$ cat config.mk
export PLATFORM = sky130hd
export DESIGN_NAME = uart_tx
export DESIGN_NICKNAME = d
export VERILOG_FILES = /design/src/rtl/uart_tx.sv
export SDC_FILE = /design/constraint.sdc
export NUM_CORES = 1
export LEC_CHECK = 0
export ABC_AREA = 0
export BUFFER_PORTS_ARGS = -buffer_cell sky130_fd_sc_hd__buf_4
export CAP_MARGIN = 20
export CORE_MARGIN = 2
export CORE_UTILIZATION = 50
export DETAILED_ROUTE_END_ITERATION = 8
export GPL_TIMING_DRIVEN = 0
export PLACE_DENSITY = 0.73
export SLEW_MARGIN = 20
export SYNTH_ARGS = -nofsm -noshare
export SYNTH_HDL_FRONTEND = slang
export SYNTH_SLANG_ARGS = --single-unit
$ cat constraint.sdc
create_clock -name i_clk -period 1.6 [get_ports i_clk]
set_input_delay 0.48 -clock i_clk [delete_from_list [all_inputs] [get_ports i_clk]]
set_output_delay 0.48 -clock i_clk [all_outputs]
set_load 0.05 [all_outputs]
$ cat src/rtl/uart_tx.sv
// UART serializer: start bit, DBIT data bits LSB first, stop period.
// Paced by the shared 16x oversampling tick.
module uart_tx #(
  parameter int DBIT    = 8,
  parameter int SB_TICK = 16
) (
  input  logic            i_clk,
  input  logic            i_rst,
  input  logic            i_tick,
  input  logic            i_tx_start,
  input  logic [DBIT-1:0] i_data,
  output logic            o_tx,
  output logic            o_busy,
  output logic            o_tx_done
);

  typedef enum logic [1:0] {
    IDLE,
    START,
    DATA,
    STOP
  } state_t;

  localparam logic [4:0] S_LAST    = 5'd15;
  localparam logic [4:0] STOP_LAST = 5'(SB_TICK - 1);
  localparam logic [2:0] N_LAST    = 3'(DBIT - 1);

  state_t          state;
  logic [4:0]      s;
  logic [2:0]      n;
  logic [DBIT-1:0] b;
  logic            tx;
  logic            tx_done;

  // tx is loaded with the level of the state being entered,
  // so the line changes on the same edge as the state.
  always_ff @(posedge i_clk) begin
    if (i_rst) begin
      state   <= IDLE;
      s       <= '0;
      n       <= '0;
      b       <= '0;
      tx      <= 1'b1;
      tx_done <= 1'b0;
    end else begin
      tx_done <= 1'b0;
      unique case (state)
        IDLE: begin
          tx <= 1'b1;
          if (i_tx_start) begin
            b     <= i_data;
            s     <= '0;
            state <= START;
            tx    <= 1'b0;
          end
        end
        START: begin
          if (i_tick) begin
            if (s == S_LAST) begin
              s     <= '0;
              n     <= '0;
              state <= DATA;
              tx    <= b[0];
            end else begin
              s <= s + 5'd1;
            end
          end
        end
        DATA: begin
          if (i_tick) begin
            if (s == S_LAST) begin
              s <= '0;
              b <= b >> 1;
              if (n == N_LAST) begin
                state <= STOP;
                tx    <= 1'b1;
              end else begin
                n  <= n + 3'd1;
                tx <= b[1];
              end
            end else begin
              s <= s + 5'd1;
            end
          end
        end
        STOP: begin
          if (i_tick) begin
            if (s == STOP_LAST) begin
              state   <= IDLE;
              tx_done <= 1'b1;
              tx      <= 1'b1;
            end else begin
              s <= s + 5'd1;
            end
          end
        end
        default: begin
          state <= IDLE;
          tx    <= 1'b1;
        end
      endcase
    end
  end

  assign o_tx      = tx;
  assign o_busy    = (state != IDLE);
  assign o_tx_done = tx_done;

endmodule

### Word-level counts from Yosys, hierarchy flattened

Index checks and enable logic that the tools add are counted.

* multiplexer cells: 35
* bitwise gates (word level): 2
* equal/unequal tests: 16
* add/sub/neg operators: 2
* reductions and logical operators: 11

Operators with widths (count)
* 5-bit two-way mux: 5
* 8-bit two-way mux: 3
* 2-bit != test, second input constant: 10
* 2-bit two-way mux: 8
* 8-bit one-hot mux with 2 select lines: 1
* 3-bit two-way mux: 5
* 5-bit one-hot mux with 3 select lines: 1
* 6-bit AND reduction: 2
* 1-bit two-way mux: 9
* 2-bit one-hot mux with 4 select lines: 1
* 4-bit AND reduction: 2
* 8-bit AND reduction: 1
* 3-bit one-hot mux with 2 select lines: 1
* 2-bit nonzero test: 3
* 5-bit by 1-bit adder with 5-bit output, second input constant: 1
* 5-bit by 4-bit == test with 1-bit output, second input constant: 1
* 2-bit == test, second input constant: 2
* 1-bit one-hot mux with 4 select lines: 1
* 3-bit by 1-bit adder with 3-bit output, second input constant: 1
* 3-bit == test, second input constant: 1
* 3-bit OR reduction: 1
* 2-bit by 1-bit == test with 1-bit output, second input constant: 1
* 2-bit zero test: 1
* 2-bit by 1-bit != test with 1-bit output, second input constant: 1
* 2 further kinds: 3

* logic and storage cells: 72
* output and inout bits: 3
* flip-flop bits (word level): 20
* input port bits: 12

### Depth between registers and ports, before layout

Gate-level depths: netlist (run 1).

* word-level depth: 5
* depth in mapped cells: 8

### Worst setup path after synthesis (run 1)

Ideal clock, no wire load.

* kind: register -> register
* start point: reg state[0]
* end point: reg s[2]
* arrival: 1.658 ns
* slack: -0.129 ns
* clock period less this slack: 1.729 ns
* cell stages (with the launch flop): 7
* setup time: 0.070 ns
* required time: 1.530 ns
* cells stage by stage: dfxtp_1 -> inv_1 -> ha_1 -> nor2b_1 -> o22a_4 -> or4_1 -> a21oi_1

* cells in the longest elaborated chain, start to end: 4
* elaborated cells between the ends (all ways): 11

Ends and longest elaborated chain
* from (decl): line 28 `state_t state;`
* from (signal assigned): line 39 `state <= IDLE;`
* from (signal assigned): line 53 `state <= START;`
* from (signal assigned): line 62 `state <= DATA;`
* 2-bit == test / 2-bit by 1-bit == test with 1-bit output (equally long branches): line 47 `unique case (state)`
* 2-bit OR reduction (no line)
* 2-bit by 1-bit != test with 1-bit output (no line)
* 4-bit AND reduction (no line)
* to (signal assigned): line 65 `s <= s + 5'd1;`
* to (signal assigned): line 82 `s <= s + 5'd1;`
* to (signal assigned): line 93 `s <= s + 5'd1;`
* to (decl): line 29 `logic [4:0] s;`

Several ways; a longest one is shown, not always the timed one.
A chain may end at the register's enable or synchronous reset.

### Worst setup path after layout (run 1)

* start point: reg s[0]
* end point: reg s[4]

* cells in the longest elaborated chain, start to end: 4
* elaborated cells between the ends (all ways): 9

Ends and longest elaborated chain (line)
* 5-bit by 1-bit adder with 5-bit output / 5-bit by 4-bit == test with 1-bit output (equally long branches)
* 5-bit two-way mux, on equally long branches: 88, 59, 71
* 5-bit two-way mux, on equally long branches: 87, 70
* 5-bit one-hot mux with 3 select lines: 47

Several ways; a longest one is shown, not always the timed one. The select of a mux whose other input is x is not followed.

==> flow_summary.json, run 1 <==
{
  "status": "finished, violations left",
  "failed_checks": "negative setup slack",
  "syn_inst": 126,
  "drive_above_1_share_pct": 49.4,
  "antenna_found_initial": 0,
  "drc": 0,
  "min_to": "b[7]$_SDFFE_PP0P_",
  "fill_cells": 139,
  "synth-async-reset-ratio_pct": 0,
  "internal_power_mw": 1.70,
  "leakage_nw": 0.627,
  "hold_depth": 3,
  "hold_class": "input pin to flip-flop",
  "place_inst": 168,
  "yosysUniqueCellTypes": 35,
  "rsz0062_at_grt": "yes",
  "rows": 17,
  "grt-ovfl-total": 0,
  "end_kind": "flip-flop",
  "clk_pin_slew_ns": 0.11,
  "drt-pass1-iter-count": 5,
  "hold_buffers": 0,
  "r2r_end": "s[4]$_SDFFE_PP0P_",
  "syn_to_final_growth_pct": 51.4,
  "cts-root-buf": "clkbuf_4",
  "cts_tree": "built",
  "reg2reg_slack_ns": -0.10,
  "crit_arrival_ns": 1.93,
  "r2r_cells": 5,
  "setup_ws_ns": -0.101,
  "finClkSkew_ns": 0.00306,
  "synthesis.nets": 147,
  "die_w_um": 52.0,
  "syn_area_per_cell_sq_um": 9.13,
  "wire_per_inst_um": 17.6,
  "swShare_pct": 42.3,
  "dp_hpwl_um": 1690,
  "maxCapViolCount": 0,
  "met3_length_um": 102,
  "multi_input_area_sq_um": 913,
  "synth_seq_area_share_pct": 34.8,
  "slew_headroom_pct": 63.2,
  "tightest_slew_ns": 0.552,
  "cts_max_level": 1,
  "period_share_pct": 106,
  "die_h_um": 52.0,
  "syn_area_sq_mm": 0.00115,
  "clockBufferDepth": 2,
  "crit_path_start_kind": "flip-flop",
  "seqPwrFrac_pct": 24.2,
  "p_comb_share_pct": 67.6,
  "grt_pass1_wl_um": 4690,
  "track_usage_pct": 23.5,
  "p_clk_share_pct": 8.3,
  "wl_met2_um": 1720,
  "finalPower_mw": 2.94,
  "grt_max_degree": 12,
  "power.density_mw_per_mm2": 1690,
  "yosysTopAreaCellShare_pct": 34.8,
  "synth_enable_flop_cells": 0,
  "r2r-start": "s[0]$_SDFFE_PP0P_",
  "setup_viol": 4,
  "drt_wl_total_um": 3350,
  "ys_warn_count": 0,
  "dieArea_sq_mm": 0.00270,
  "vdd_ir_drop_max_mv": 1.22,
  "path_class": "flip-flop to flip-flop",
  "tns_ns": -0.181,
  "ff_latch_area_sq_um": 409,
  "first_global_vias": 1016,
  "dpl_worst_slack_ns": -0.251,
  "cts_buffers": 3,
  "ys.flop_type": "dfxtp_1",
  "period_minus_slack_ns": 1.70,
  "path_max_fanout": 4,
  "clkLatencyLatePin_ns": 0.30,
  "core-area_sq_mm": 0.00219,
  "num_antenna_cells": 0,
  "timing_hold_violations_final": 0,
  "cp.required_ns": 1.83,
  "via_per_inst": 5.99,
  "switchingPower_mw": 1.24,
  "ys_ff_latch": 20,
  "vias": 1138,
  "timing.fmax_mhz": 588,
  "drtAntennaViolNets": 0,
  "drt-met1-wl_um": 1480,
  "slew_viol_final": 0,
  "io_buffers": 14,
  "instances_no_fill": 190,
  "synth_area_leader_cell": "dfxtp_1",
  "drtIter0Drc": 30,
  "top_layer": "met4",
  "cts.sinks": 20,
  "nets": 185,
  "hold_start": "i_data[7]",
  "start_util_pct": 52.5,
  "routabilityCongestion": 0.758,
  "io_pins": 15,
  "synth.area.top_cells": "dfxtp_1 35%, ha_1 9.8%, mux2i_1 7.0%"
}
==> worst max path at each step <==
| stage | from | end | slack, ns |
|---|---|---|---|
| after global placement | state[0]$_SDFFE_PP0P_ | b[6]$_SDFFE_PP0P_ | -0.21 |
| after CTS | state[1]$_SDFFE_PP0P_ | s[4]$_SDFFE_PP0P_ | -0.08 |
| after global routing | state[1]$_SDFFE_PP0P_ | s[4]$_SDFFE_PP0P_ | -0.16 |
| final | s[0]$_SDFFE_PP0P_ | s[4]$_SDFFE_PP0P_ | -0.10 |
| after floorplan | state[0]$_SDFFE_PP0P_ | o_tx$_SDFFE_PP1P_ | 0.002 |
| after detailed placement | state[0]$_SDFFE_PP0P_ | b[6]$_SDFFE_PP0P_ | -0.25 |
==> state kept, by name, summed over array words and instances (netlist names) <==
| signal | count |
|---|---|
| b | 8 |
| n | 3 |
| o_tx | 1 |
| o_tx_done | 1 |
| s | 5 |
| state | 2 |
==> cells by family (layout without fill, tap and decap cells) <==
group,Yosys count,after routing,synth area share [%]
mux,8,8,6.96
simple gates,35,35,19.3
flops,20,20,34.8
fa+ha+maj,9,9,9.79
buf+inv,12,48,4.35
compound gates,42,42,24.8
==> Yosys cell counts (2+ instances only) <==
master and number:
a311oi_1 7, nor2_1 4, nand2b_1 9, or4_1 2, inv_1 5, mux2i_1 8, a21oi_1 15, clkbuf_1 3
o21ai_0 8, a31oi_1 2, nand2_1 2, nand3_1 4, nor3_1 2, nor2b_1 3, o21bai_1 2, dfxtp_1 20
ha_1 9, buf_2 4
==> layer usage <==
metal  GRT usage (%)  vias up
met5               0        -
met4            7.89        0
met3            2.59        8
met2            40.1       33
met1            30.7      552
li1                -      545
==> final cells by class <==
| type | instances | share of cell area [%] |
|---|---|---|
| multi-input cells | 94 | 52.5 |
| flip-flops and latches | 20 | 23.5 |
| repair buffers | 35 | 16.8 |
| plain buffers | 5 | 2.37 |
| well taps | 28 | 2.01 |
| inverters | 5 | 1.51 |
| clock buffers | 3 | 1.29 |
==> metrics by stage <==
stage,hold slack [ns],util [%],area [sq um]
final,0.483,79.4,1740
after CTS,0.461,70.1,1540
after detailed placement,0.465,60.3,1320
after global routing,0.510,79.4,1740
after floorplan,0.450,-,1180
after global placement,0.459,60.3,1320
==> timing repair <==
action | in CTS | in global routing
buffers inserted | 11 | 10
endpoints found under the setup margin | 18 | 20
pin swaps | 14 | 17
gates resized for setup | 25 | 33
==> power groups by stage <==
stage / sequential, mW / combinational, mW / clock, mW
after floorplan: 0.721 / 0.862 / 0
after global routing: 0.718 / 2.09 / 0.263
final: 0.711 / 1.99 / 0.243
after CTS: 0.693 / 1.47 / 0.246
after detailed placement: 0.704 / 1.12 / 0
after global placement: 0.696 / 1.12 / 0
==> critical path: stages, from the launching register on <==
cell,delay [ns]
dfxtp_2,0.36
ha_4,0.17
and4b_4,0.21
o22a_4,0.25
or4_1,0.48
a21oi_1,0.16
==> layout by cell type, fill, tap and decap left out, types with 2 or more instances in the layout <==
| master | synthesis | routed |
|---|---|---|
| clkbuf_4 | 0 | 3 |
| ha_4 | 0 | 6 |
| dfxtp_1 | 20 | 15 |
| nand2b_4 | 0 | 2 |
| nand3_1 | 4 | 4 |
| nor2b_4 | 0 | 2 |
| a21oi_1 | 15 | 12 |
| inv_1 | 5 | 2 |
| buf_6 | 0 | 7 |
| buf_8 | 0 | 2 |
| ha_2 | 0 | 2 |
| nand2_1 | 2 | 2 |
| clkbuf_1 | 3 | 2 |
| nor3_1 | 2 | 2 |
| a21oi_2 | 0 | 3 |
| a311oi_2 | 0 | 4 |
| o21ai_0 | 8 | 8 |
| mux2i_1 | 8 | 8 |
| nor2_1 | 4 | 2 |
| dfxtp_2 | 0 | 4 |
| a311oi_1 | 7 | 3 |
| buf_4 | 0 | 29 |
| nand2b_1 | 9 | 7 |
(Power assumes the default switching activity.)
==> run 2, diff against run 1 <==
Settings changed: CORE_UTILIZATION 50 to 40, CTS_CLUSTER_SIZE set to 8, PLACE_DENSITY 0.73 to not set.
==> run 2 against run 1 <==
The run still ends with negative setup slack left; die area increased by 23%; first-iteration DRC count fell by 67%; register-to-register slack gained 0.06 ns; combinational power shrank 17%; non-clock buffer count shrank 2; sequential cell count unchanged; total power fell by 8.7%; clock power up 28%; critical path type unchanged; largest cell class unchanged; largest power group unchanged; highest routed layer unchanged.
==> flow_summary.json, run 2 (synthesis gave the netlist of run 1 again) <==
{
  "crit_start": "s[0]$_SDFFE_PP0P_",
  "drc": 0,
  "path_class": "flip-flop to flip-flop",
  "vias": 1082,
  "finClkSkew_ns": 0.00559,
  "timing_hold_violations_final": 0,
  "internal_power_mw": 1.61,
  "io_buffers": 14,
  "crit_arrival_ns": 1.89,
  "status": "finished, violations left",
  "cts.sinks": 20,
  "cts_tree": "built",
  "final_common_cell": "buf_4",
  "period_minus_slack_ns": 1.65,
  "hold_start": "i_data[7]",
  "die_h_um": 57.6,
  "top_regs": "b: 8 flops, s: 5 flops, n: 3 flops",
  "maxCapViolCount": 0,
  "largest_register_ffs": 8,
  "rows": 19,
  "cp.required_ns": 1.85,
  "wire_per_inst_um": 14.2,
  "syn_to_final_growth_pct": 44.3,
  "grt_max_degree": 12,
  "core-area_sq_mm": 0.00273,
  "num_antenna_cells": 0,
  "seqPwrFrac_pct": 26.6,
  "tightest_slew_ns": 0.544,
  "end_kind": "flip-flop",
  "drive_above_1_share_pct": 44.7,
  "via_per_inst": 5.64,
  "drtIter0Drc": 10,
  "period_share_pct": 103,
  "finalPower_mw": 2.69,
  "swShare_pct": 40.1,
  "hold_buffers": 0,
  "grt_pass1_wl_um": 4350,
  "start_util_pct": 42.1,
  "clkLatencyLatePin_ns": 0.31,
  "routabilityCongestion": 0.739,
  "p_clk_share_pct": 11.6,
  "grt-ovfl-total": 0,
  "cts_max_level": 1,
  "clockBufferDepth": 2,
  "dp_hpwl_um": 1760,
  "cts-root-buf": "clkbuf_4",
  "nets": 183,
  "final_cell_mix": "31 x buf_4, 15 x dfxtp_1, 13 x a21oi_1, 8 x mux2i_1",
  "vdd_ir_drop_max_mv": 1.45,
  "drtAntennaViolNets": 0,
  "die_w_um": 57.6,
  "path_max_fanout": 4,
  "drt_wl_total_um": 2720,
  "track_usage_pct": 16.9,
  "rsz0062_at_grt": "yes",
  "timing.fmax_mhz": 608,
  "multi_input_area_sq_um": 852,
  "slew_headroom_pct": 63.7,
  "failed_checks": "negative setup slack",
  "setup_ws_ns": -0.0455,
  "crit_path_start_kind": "flip-flop",
  "drt-pass1-iter-count": 4,
  "cts_buffers": 3,
  "hold_class": "input pin to flip-flop",
  "hold_depth": 3,
  "power.density_mw_per_mm2": 1620,
  "clk_pin_slew_ns": 0.13,
  "fill_cells": 224,
  "antenna_found_initial": 0,
  "slew_viol_final": 0,
  "top_register": "b",
  "leakage_nw": 0.605,
  "setup_viol": 3,
  "switchingPower_mw": 1.08,
  "ff_latch_area_sq_um": 412,
  "dieArea_sq_mm": 0.00332,
  "fin_util_pct": 60.7,
  "io_pins": 15,
  "r2r-start": "s[0]$_SDFFE_PP0P_",
  "first_global_vias": 992,
  "p_comb_share_pct": 61.8,
  "r2r_cells": 7
}
## run 2: path summary, 6_finish.rpt
check	endpoint	slack (ns)
max	s[4]$_SDFFE_PP0P_	-0.05
min	b[7]$_SDFFE_PP0P_	0.44
max reg2reg	s[4]$_SDFFE_PP0P_	-0.05
min reg2reg	n[1]$_SDFFE_PP0P_	0.48
## run 2: metrics by stage
| stage | hold slack, ns | std cells | worst slack [ns] | TNS (ns) | area (sq um) |
|---|---|---|---|---|---|
| 6_report | 0.444 | 192 | -0.0455 | -0.0715 | 1660 |
| 3_5_place_dp | 0.468 | 171 | -0.313 | -2.17 | 1320 |
| 3_3_place_gp | 0.459 | 171 | -0.215 | -1.46 | 1320 |
| 2_1_floorplan | 0.450 | 126 | 0.00157 | 0 | 1180 |
| 5_1_grt | 0.469 | 192 | -0.122 | -0.560 | 1660 |
| 4_1_cts | 0.438 | 182 | -0.0647 | -0.261 | 1480 |
## run 2: power groups by stage
| stage | logic, mW | registers [mW] | clock network [mW] |
|---|---|---|---|
| detailed placement | 1.15 | 0.705 | 0 |
| global placement | 1.13 | 0.697 | 0 |
| global route | 1.79 | 0.729 | 0.332 |
| CTS | 1.35 | 0.692 | 0.315 |
| finish | 1.66 | 0.714 | 0.311 |
| floorplan | 0.862 | 0.721 | 0 |
## run 2: layout make-up
type / count / share of cell area, %
flip-flops and latches: 20 / 24.8
repair buffers: 32 / 15.4
clock buffers: 4 / 2.19
plain buffers: 6 / 2.34
well taps: 31 / 2.34
inverters: 5 / 1.58
multi-input cells: 94 / 51.4
## run 2: worst max-delay path, stage by stage, from the launching register on
cell,delay (ns)
dfxtp_2,0.37
ha_4,0.16
nand3_4,0.11
ha_4,0.23
inv_2,0.04
a22oi_1,0.06
or4_1,0.48
a21oi_2,0.13
## run 2: per-layer routing
| metal | routed length, um | track usage (%) | up-vias |
|---|---|---|---|
| li1 | - | - | 544 |
| met1 | 1290 | 21.8 | 512 |
| met2 | 1320 | 28.9 | 21 |
| met3 | 73 | 2.01 | 5 |
| met4 | 39 | 5.98 | 0 |
| met5 | 0 | 0 | - |
## run 2: timing repair
item                       in CTS  in global routing
setup endpoints to repair      18                 20
pin swaps                      12                 14
hold endpoints to repair        0                  0
resized for setup              16                 27
buffers inserted                8                 10
==> run 3, diff against run 2 <==
Settings changed: BUFFER_PORTS_ARGS -buffer_cell sky130_fd_sc_hd__buf_4 to -buffer_cell sky130_fd_sc_hd__buf_2.
==> run 3 against run 2 <==
Sequential cell count stayed put; combinational power is 4% lower; die area stayed put; global-route usage increased by 1.0 points; clock power about the same; largest cell class unchanged; utilization down 3.0 points; via count is 0.83% higher; the run still ends with negative setup slack left.
==> flow_summary.json, run 3 (synthesis gave the netlist of run 1 again) <==
{
  "setup_viol": 3,
  "dp_hpwl_um": 1840,
  "status": "finished, violations left",
  "clkLatencyLatePin_ns": 0.31,
  "die_h_um": 57.6,
  "grt-ovfl-total": 0,
  "multi_input_area_sq_um": 843,
  "slew_viol_final": 0,
  "wl_met2_um": 1490,
  "grt_max_degree": 12,
  "final_cell_mix": "15 x dfxtp_1, 14 x buf_2, 12 x a21oi_1, 11 x buf_4",
  "die_w_um": 57.6,
  "core-area_sq_mm": 0.00273,
  "met3_length_um": 83,
  "fill_cells": 236,
  "maxCapViolCount": 0,
  "drt-met1-wl_um": 1300,
  "path_class": "flip-flop to flip-flop",
  "drt-pass1-iter-count": 4,
  "cts_buffers": 3,
  "crit_path_start_kind": "flip-flop",
  "final_common_cell": "dfxtp_1",
  "ff_latch_area_sq_um": 412,
  "period_minus_slack_ns": 1.68,
  "antenna_found_initial": 0,
  "finClkSkew_ns": 0.00686,
  "power.density_mw_per_mm2": 1670,
  "period_share_pct": 105,
  "cts-root-buf": "clkbuf_4",
  "cp_num_buf_inv": 1,
  "crit_arrival_ns": 1.93,
  "wire_per_inst_um": 15.7,
  "first_global_vias": 1043,
  "via_per_inst": 5.87,
  "crit_chain": "inv_6 -> ha_4 -> nor2b_4 -> o22a_4 -> or4_4 -> a21oi_2",
  "drtIter0Drc": 49,
  "leakage_nw": 0.569,
  "drive_above_1_share_pct": 42.6,
  "timing_hold_violations_final": 0,
  "drc": 0,
  "setup_ws_ns": -0.0839,
  "end_kind": "flip-flop",
  "io_buffers": 14,
  "top_regs": "b: 8 flops, s: 5 flops, n: 3 flops",
  "cts.sinks": 20,
  "routabilityCongestion": 0.725,
  "grt_pass1_wl_um": 4690,
  "cts_tree": "built",
  "vias": 1091,
  "clockBufferDepth": 2,
  "vdd_ir_drop_max_mv": 1.64,
  "clk_pin_slew_ns": 0.13,
  "tns_ns": -0.193,
  "rsz0062_at_grt": "yes",
  "finalPower_mw": 2.63,
  "nets": 177,
  "cp.required_ns": 1.85,
  "largest_register_ffs": 8,
  "num_antenna_cells": 0,
  "timing.fmax_mhz": 594,
  "track_usage_pct": 17.9,
  "drtAntennaViolNets": 0,
  "dpl_worst_slack_ns": -0.290,
  "tightest_slew_ns": 0.557,
  "cp_slowest_cell": "or4_4",
  "fin_util_pct": 57.7,
  "hold_class": "input pin to flip-flop",
  "drt_wl_total_um": 2920,
  "slowest_delay_ns": 0.48,
  "failed_checks": "negative setup slack",
  "path_max_fanout": 4,
  "top_register": "b",
  "io_pins": 15,
  "path_delay_family": "simple AND/OR/NAND/NOR gates",
  "dieArea_sq_mm": 0.00332,
  "slew_headroom_pct": 62.9,
  "top_layer": "met4",
  "rows": 19,
  "start_util_pct": 42.1,
  "cts_max_level": 1,
  "syn_to_final_growth_pct": 37.1
}
==> run 3: cell types whose count changed in the layout (fill, tap and decap cells not counted), sizes merged <==
| cell | change |
|---|---|
| clkbuf | +1 |
| buf | -7 |
==> run 3: final timing paths <==
check	start	endpoint	slack [ns]	cells after the start
max	state[0]$_SDFFE_PP0P_	s[4]$_SDFFE_PP0P_	-0.08	6
min	i_data[7]	b[7]$_SDFFE_PP0P_	0.44	3
max reg2reg	state[0]$_SDFFE_PP0P_	s[4]$_SDFFE_PP0P_	-0.08	6
min reg2reg	n[1]$_SDFFE_PP0P_	n[1]$_SDFFE_PP0P_	0.49	2
==> run 3: metal layers <==
metal | GRT usage [%] | up-vias
met4 | 4.98 | 0
met2 | 30.7 | 22
li1 | - | 531
met1 | 23.0 | 532
met3 | 3.35 | 6
met5 | 0 | -
==> run 3: through the flow <==
step,std cells,cell area [sq um],hold WS [ns]
CTS,181,1450,0.430
global placement,171,1290,0.459
floorplan,126,1180,0.450
detailed placement,171,1290,0.465
global route,186,1580,0.440
finish,186,1580,0.440
==> run 3: layout make-up <==
cell class | instances | area share (%)
plain buffers | 6 | 2.94
flip-flops and latches | 20 | 26.1
multi-input cells | 94 | 53.5
repair buffers | 26 | 11.0
clock buffers | 4 | 2.30
well taps | 31 | 2.46
inverters | 5 | 1.67
==> run 3: power by group <==
group / switching [mW] / internal, mW
Clock: 0.169 / 0.139
Sequential: 0.0891 / 0.627
Combinational: 0.831 / 0.772
Total: 1.09 / 1.54
==> run 3: what timing repair did <==
item / in CTS / in global routing
hold buffers: 0 / 0
pin swaps: 10 / 13
hold endpoints to repair: 0 / 0
endpoints found under the setup margin: 18 / 19
buffers inserted: 7 / 4
cloned: 0 / 1
gates resized for setup: 20 / 22
==> run 3: tightest hold or removal path, stage by stage <==
cell and delay (ns):
buf_2 0.10, nand4b_1 0.08, o21bai_1 0.06
